<file path="src/rtl/aer_sender.sv">
// Transmit side of a four-phase AER link: events are queued in a small FIFO
// and sent one at a time with a registered address and request.
module aer_sender #(
  parameter int ADDR_W  = 8,
  parameter int DEPTH   = 4,
  parameter int TIMEOUT = 255
) (
  input  logic                     clk,
  input  logic                     rst,
  input  logic                     ev_valid,
  input  logic [ADDR_W-1:0]        ev_addr,
  output logic                     ev_ready,
  output logic [ADDR_W-1:0]        aer_addr,
  output logic                     aer_req,
  input  logic                     aer_ack,
  output logic                     busy,
  output logic [$clog2(DEPTH):0]   fifo_count,
  output logic                     timeout_err
);

  localparam int               PW      = $clog2(DEPTH);
  localparam logic [PW:0]      FULL    = (PW+1)'(DEPTH);
  localparam logic [15:0]      TO_LAST = 16'(TIMEOUT - 1);

  typedef enum logic [1:0] {
    S_IDLE,
    S_SETUP,
    S_REQ_HI,
    S_REQ_LO
  } state_t;

  state_t              r_state, w_state_nxt;
  logic [1:0]          r_ack_sync;
  logic                w_ack_s;
  logic [ADDR_W-1:0]   r_mem [DEPTH];
  logic [PW-1:0]       r_wptr, r_rptr;
  logic [PW:0]         r_count;
  logic [ADDR_W-1:0]   r_addr, w_addr_nxt;
  logic                r_req, w_req_nxt;
  logic                r_terr, w_terr_nxt;
  logic [15:0]         r_timer, w_timer_nxt;
  logic                w_push, w_pop;

  // ack is asynchronous; only the second synchronizer stage is ever used
  always_ff @(posedge clk) begin
    if (rst) r_ack_sync <= '0;
    else     r_ack_sync <= {r_ack_sync[0], aer_ack};
  end
  assign w_ack_s = r_ack_sync[1];

  assign ev_ready = (r_count != FULL);
  assign w_push   = ev_valid & ev_ready;

  always_ff @(posedge clk) begin
    if (w_push) r_mem[r_wptr] <= ev_addr;
  end

  // pointers wrap naturally because DEPTH is a power of two
  always_ff @(posedge clk) begin
    if (rst) begin
      r_wptr  <= '0;
      r_rptr  <= '0;
      r_count <= '0;
    end else begin
      if (w_push) r_wptr <= r_wptr + 1'b1;
      if (w_pop)  r_rptr <= r_rptr + 1'b1;
      case ({w_push, w_pop})
        2'b10:   r_count <= r_count + 1'b1;
        2'b01:   r_count <= r_count - 1'b1;
        default: r_count <= r_count;
      endcase
    end
  end

  always_comb begin
    w_state_nxt = r_state;
    w_addr_nxt  = r_addr;
    w_req_nxt   = r_req;
    w_terr_nxt  = 1'b0;
    w_timer_nxt = r_timer;
    w_pop       = 1'b0;
    case (r_state)
      S_IDLE: begin
        w_req_nxt = 1'b0;
        // never start a new event while the previous ack is still seen high
        if ((r_count != '0) && !w_ack_s) begin
          w_addr_nxt  = r_mem[r_rptr];
          w_pop       = 1'b1;
          w_state_nxt = S_SETUP;
        end
      end
      S_SETUP: begin
        w_req_nxt   = 1'b1;
        w_timer_nxt = '0;
        w_state_nxt = S_REQ_HI;
      end
      S_REQ_HI: begin
        w_req_nxt   = 1'b1;
        w_timer_nxt = r_timer + 16'd1;
        if (w_ack_s) begin
          w_req_nxt   = 1'b0;
          w_state_nxt = S_REQ_LO;
        end else if (r_timer == TO_LAST) begin
          w_req_nxt   = 1'b0;
          w_terr_nxt  = 1'b1;
          w_state_nxt = S_REQ_LO;
        end
      end
      S_REQ_LO: begin
        w_req_nxt = 1'b0;
        if (!w_ack_s) w_state_nxt = S_IDLE;
      end
      default: w_state_nxt = S_IDLE;
    endcase
  end

  always_ff @(posedge clk) begin
    if (rst) begin
      r_state <= S_IDLE;
      r_addr  <= '0;
      r_req   <= 1'b0;
      r_terr  <= 1'b0;
      r_timer <= '0;
    end else begin
      r_state <= w_state_nxt;
      r_addr  <= w_addr_nxt;
      r_req   <= w_req_nxt;
      r_terr  <= w_terr_nxt;
      r_timer <= w_timer_nxt;
    end
  end

  assign aer_addr    = r_addr;
  assign aer_req     = r_req;
  assign timeout_err = r_terr;
  assign fifo_count  = r_count;
  assign busy        = (r_state != S_IDLE) || (r_count != '0);

  a_addr_stable: assert property (@(posedge clk) disable iff (rst)
    r_req |=> (!r_req || $stable(r_addr)));
  a_no_overflow: assert property (@(posedge clk) r_count <= FULL);

endmodule

</file>
<file path="config.mk">
export PLATFORM = sky130hd
export DESIGN_NAME = aer_sender
export DESIGN_NICKNAME = d
export VERILOG_FILES = /design/src/rtl/aer_sender.sv
export SDC_FILE = /design/constraint.sdc
export NUM_CORES = 1
export LEC_CHECK = 0
export BUFFER_PORTS_ARGS = -buffer_cell sky130_fd_sc_hd__buf_2
export CORE_MARGIN = 1.5
export CORE_UTILIZATION = 52
export DETAILED_ROUTE_END_ITERATION = 12
export PLACE_DENSITY = 0.74
export SYNTH_ARGS = -nofsm -noshare
export SYNTH_HDL_FRONTEND = slang
export SYNTH_SLANG_ARGS = --single-unit
</file>
<file path="constraint.sdc">
create_clock -name clk -period 2.2 [get_ports clk]
set_input_delay 0.44 -clock clk [delete_from_list [all_inputs] [get_ports clk]]
set_output_delay 0.44 -clock clk [all_outputs]
set_load 0.005 [all_outputs]
</file>
==> reports/results.txt <==
outcome = completed
critical path peak fanout = 3
DR WL/cell = 14.5 um
register bit total from synthesis = 69
# clock sinks = 69
synth cell count leaders = dfxtp_1 (37), edfxtp_1 (32), nor2_1 (26), inv_1 (12), ha_1 (10)
Overflow after GRT = 0
P&R area growth vs syn = 18.2%
Worst Path Arrival = 2.41 ns
top post-synthesis cells by area = edfxtp_1 (33%), dfxtp_1 (26%), mux4_2 (6.2%)
DR DRC count = 0
fin nets = 296
Req. time, crit path = 2.48 ns
DRT iter0 DRCs = 105
Final Max Tran Viols = 0
die area = 0.00602 mm^2
IO Pins = 27
post-synthesis area per instance = 12.5 um^2
Clk Tree Root Cell = clkbuf_8
initial antenna violation count = 0
starting density of the core = 55.2%
share of layout cells above drive strength 1 = 28.4%
fraction of registers with async set/reset = 0%
sequential element share of the synthesized area = 58.8%
first-pass GRT wire length = 8.82 mm
setup total negative slack = 0 ns
DP HPWL = 3.43 mm
Fin. Hold Viols = 0
RSZ-0062 raised after global routing = true
drt pass-1 iters = 4
vias in the first global route = 1897
Max H-tree Level = 3
Worst Tran Pin Value = 0.643 ns
Critical Path Start Type = register
Synth top area share = 33.2%
# fillers = 383
Crit. End Element = register
Detail Route Antenna Nets = 0
CP max stage delay = 0.39 ns
post-synth top area cell = edfxtp_1
routed vias = 1848
Num CTS Buffers = 9
clk buf depth = 2
Clock Pin Slew Worst Setup and Hold Paths = 0.08 ns
WP buf/inv = 2
Period minus WS final = 2.13 ns
TritonCTS clock tree = yes
clk_skew = 0.00712 ns
IO Port Bufs = 26
hold buffers post-CTS = 0
post-synth cell types = 39
row cnt = 26
post-synth net total = 255
Worst path top cell family by delay = simple AND/OR/NAND/NOR gates
placed instance count = 331
largest net degree at the start of global routing = 23
Syn Std Cell Area = 0.00289 mm^2
Syn Inst Count = 232
min-delay worst type = in -> reg
post-route insts no fill = 348
total detailed-routing wirelength = 5.05 mm
Max-Cap Viols = 0
n_diodes = 0
warnings from Yosys = 0
All-Layer GR Usage = 19.5%
Die X = 77.6 um
core area = 0.00524 mm^2
critical-path cell list = or3b_4 > and2_4 > inv_2 > ha_2 > inv_1 > fa_2 > xor2_1 > or3_1 > a21oi_2
Primary FF master, synth = dfxtp_1
final period utilization = 97.0%
GPL Wtd Cong = 0.773
fmax = 469 MHz
die height = 77.6 um
P_leak = 0.00126 uW
clk_lat worst skew = 0.34 ns
number of synthesized flops with an enable pin = 32
final setup violation count = 0
WS Path Type = reg -> reg
Worst VDD drop = 0.511 mV
critical path's slowest cell = or3b_4
count leader, synth = dfxtp_1
Layout Utilization = 65.3%
Power Density = 1150 mW/mm^2
max_slew headroom = 57.1%
Vias/cell = 5.31
-- power by group --
group          internal (uW)  leakage [uW]  total (uW)  switching (uW)
registers               1560      0.000596        1680             126
clock network            539      0.000101        1060             520
logic                    615      0.000560        1170             558
total                   2710       0.00126        3920            1200
-- state kept, by name, summed over array words and instances, names as in the netlist, 2 cells and up --
signal      count
r_wptr          2
r_timer        16
aer_addr        8
r_state         2
fifo_count      3
r_ack_sync      2
r_mem          32
r_rptr          2
-- stage by stage --
| step | instance area [um^2] | hold WS [ns] | total power [uW] | setup slack (ns) |
|---|---|---|---|---|
| final | 3420 | 0.306 | 3920 | 0.0666 |
| after global routing | 3420 | 0.310 | 4170 | -0.0188 |
| after CTS | 3400 | 0.291 | 3920 | 0.00500 |
| after detailed placement | 3180 | 0.429 | 2840 | -0.00224 |
| after global placement | 3180 | 0.435 | 2810 | 0.0440 |
| after floorplan | 2910 | 0.414 | 2460 | 0.0178 |
-- worst paths after layout --
kind                                    start             to  slack [ns]  depth (start not counted)
worst max-delay path            fifo_count[1]  fifo_count[2]        0.07                          9
worst min-delay path                  aer_ack  r_ack_sync[0]        0.31                          2
worst max register to register  fifo_count[1]  fifo_count[2]        0.07                          9
worst min register to register  r_ack_sync[0]  r_ack_sync[1]        0.45                          1
-- cell usage in the layout (no fill, tap or decap), types with 2 or more instances in the layout --
master and count:
inv_6 3, clkbuf_8 9, a21oi_2 2, or4_4 3, buf_2 26, dfxtp_1 34, and3_1 5, a21oi_1 8
nor3_1 5, dfxtp_2 3, inv_1 11, nand4_1 7, edfxtp_1 32, nor2b_1 3, mux2i_1 9, nand3_1 3
nor2_1 26, ha_1 8, a211oi_1 2, xor2_1 6, mux4_2 8, buf_4 11, clkinv_4 2, o21ai_0 6
xnor2_1 8, or3_1 7, nand2b_1 4, o31ai_1 2, nand2_1 6
-- area by class of cell --
class | instances | area [um^2] | area share (%)
clock buffers | 9 | 124 | 3.62
clock inverters | 7 | 81.3 | 2.38
inverters | 12 | 45.0 | 1.32
multi-input cells | 143 | 1140 | 33.4
flip-flops and latches | 69 | 1710 | 49.9
well taps | 70 | 87.6 | 2.56
repair buffers | 38 | 233 | 6.81
-- timing repair --
item / CTS / global route
setup endpoints to repair: 2 / 4
buffers inserted: 1 / 0
resized for setup: 1 / 6
pin swaps: 0 / 1
-- kinds of logic after synthesis --
family,after synthesis,synth area share (%)
and+or+nand+nor,78,15.1
xor gates and xnor gates,14,4.24
AOI/OAI and AO/OA,23,4.63
DFF,69,58.8
adders and majority gates,11,5.02
buffers and inverters,20,2.81
muxes,17,9.34
-- routing by layer --
layer | global-route usage [%] | part of all wire (%) | up-vias
met3 | 4.00 | 2.8 | 9
met1 | 25.0 | 46 | 891
met4 | 11.6 | 1.8 | 0
met5 | 0 | 0 | -
met2 | 30.4 | 49 | 33
li1 | - | - | 915
No activity file was read; power rests on OpenSTA's default activity.
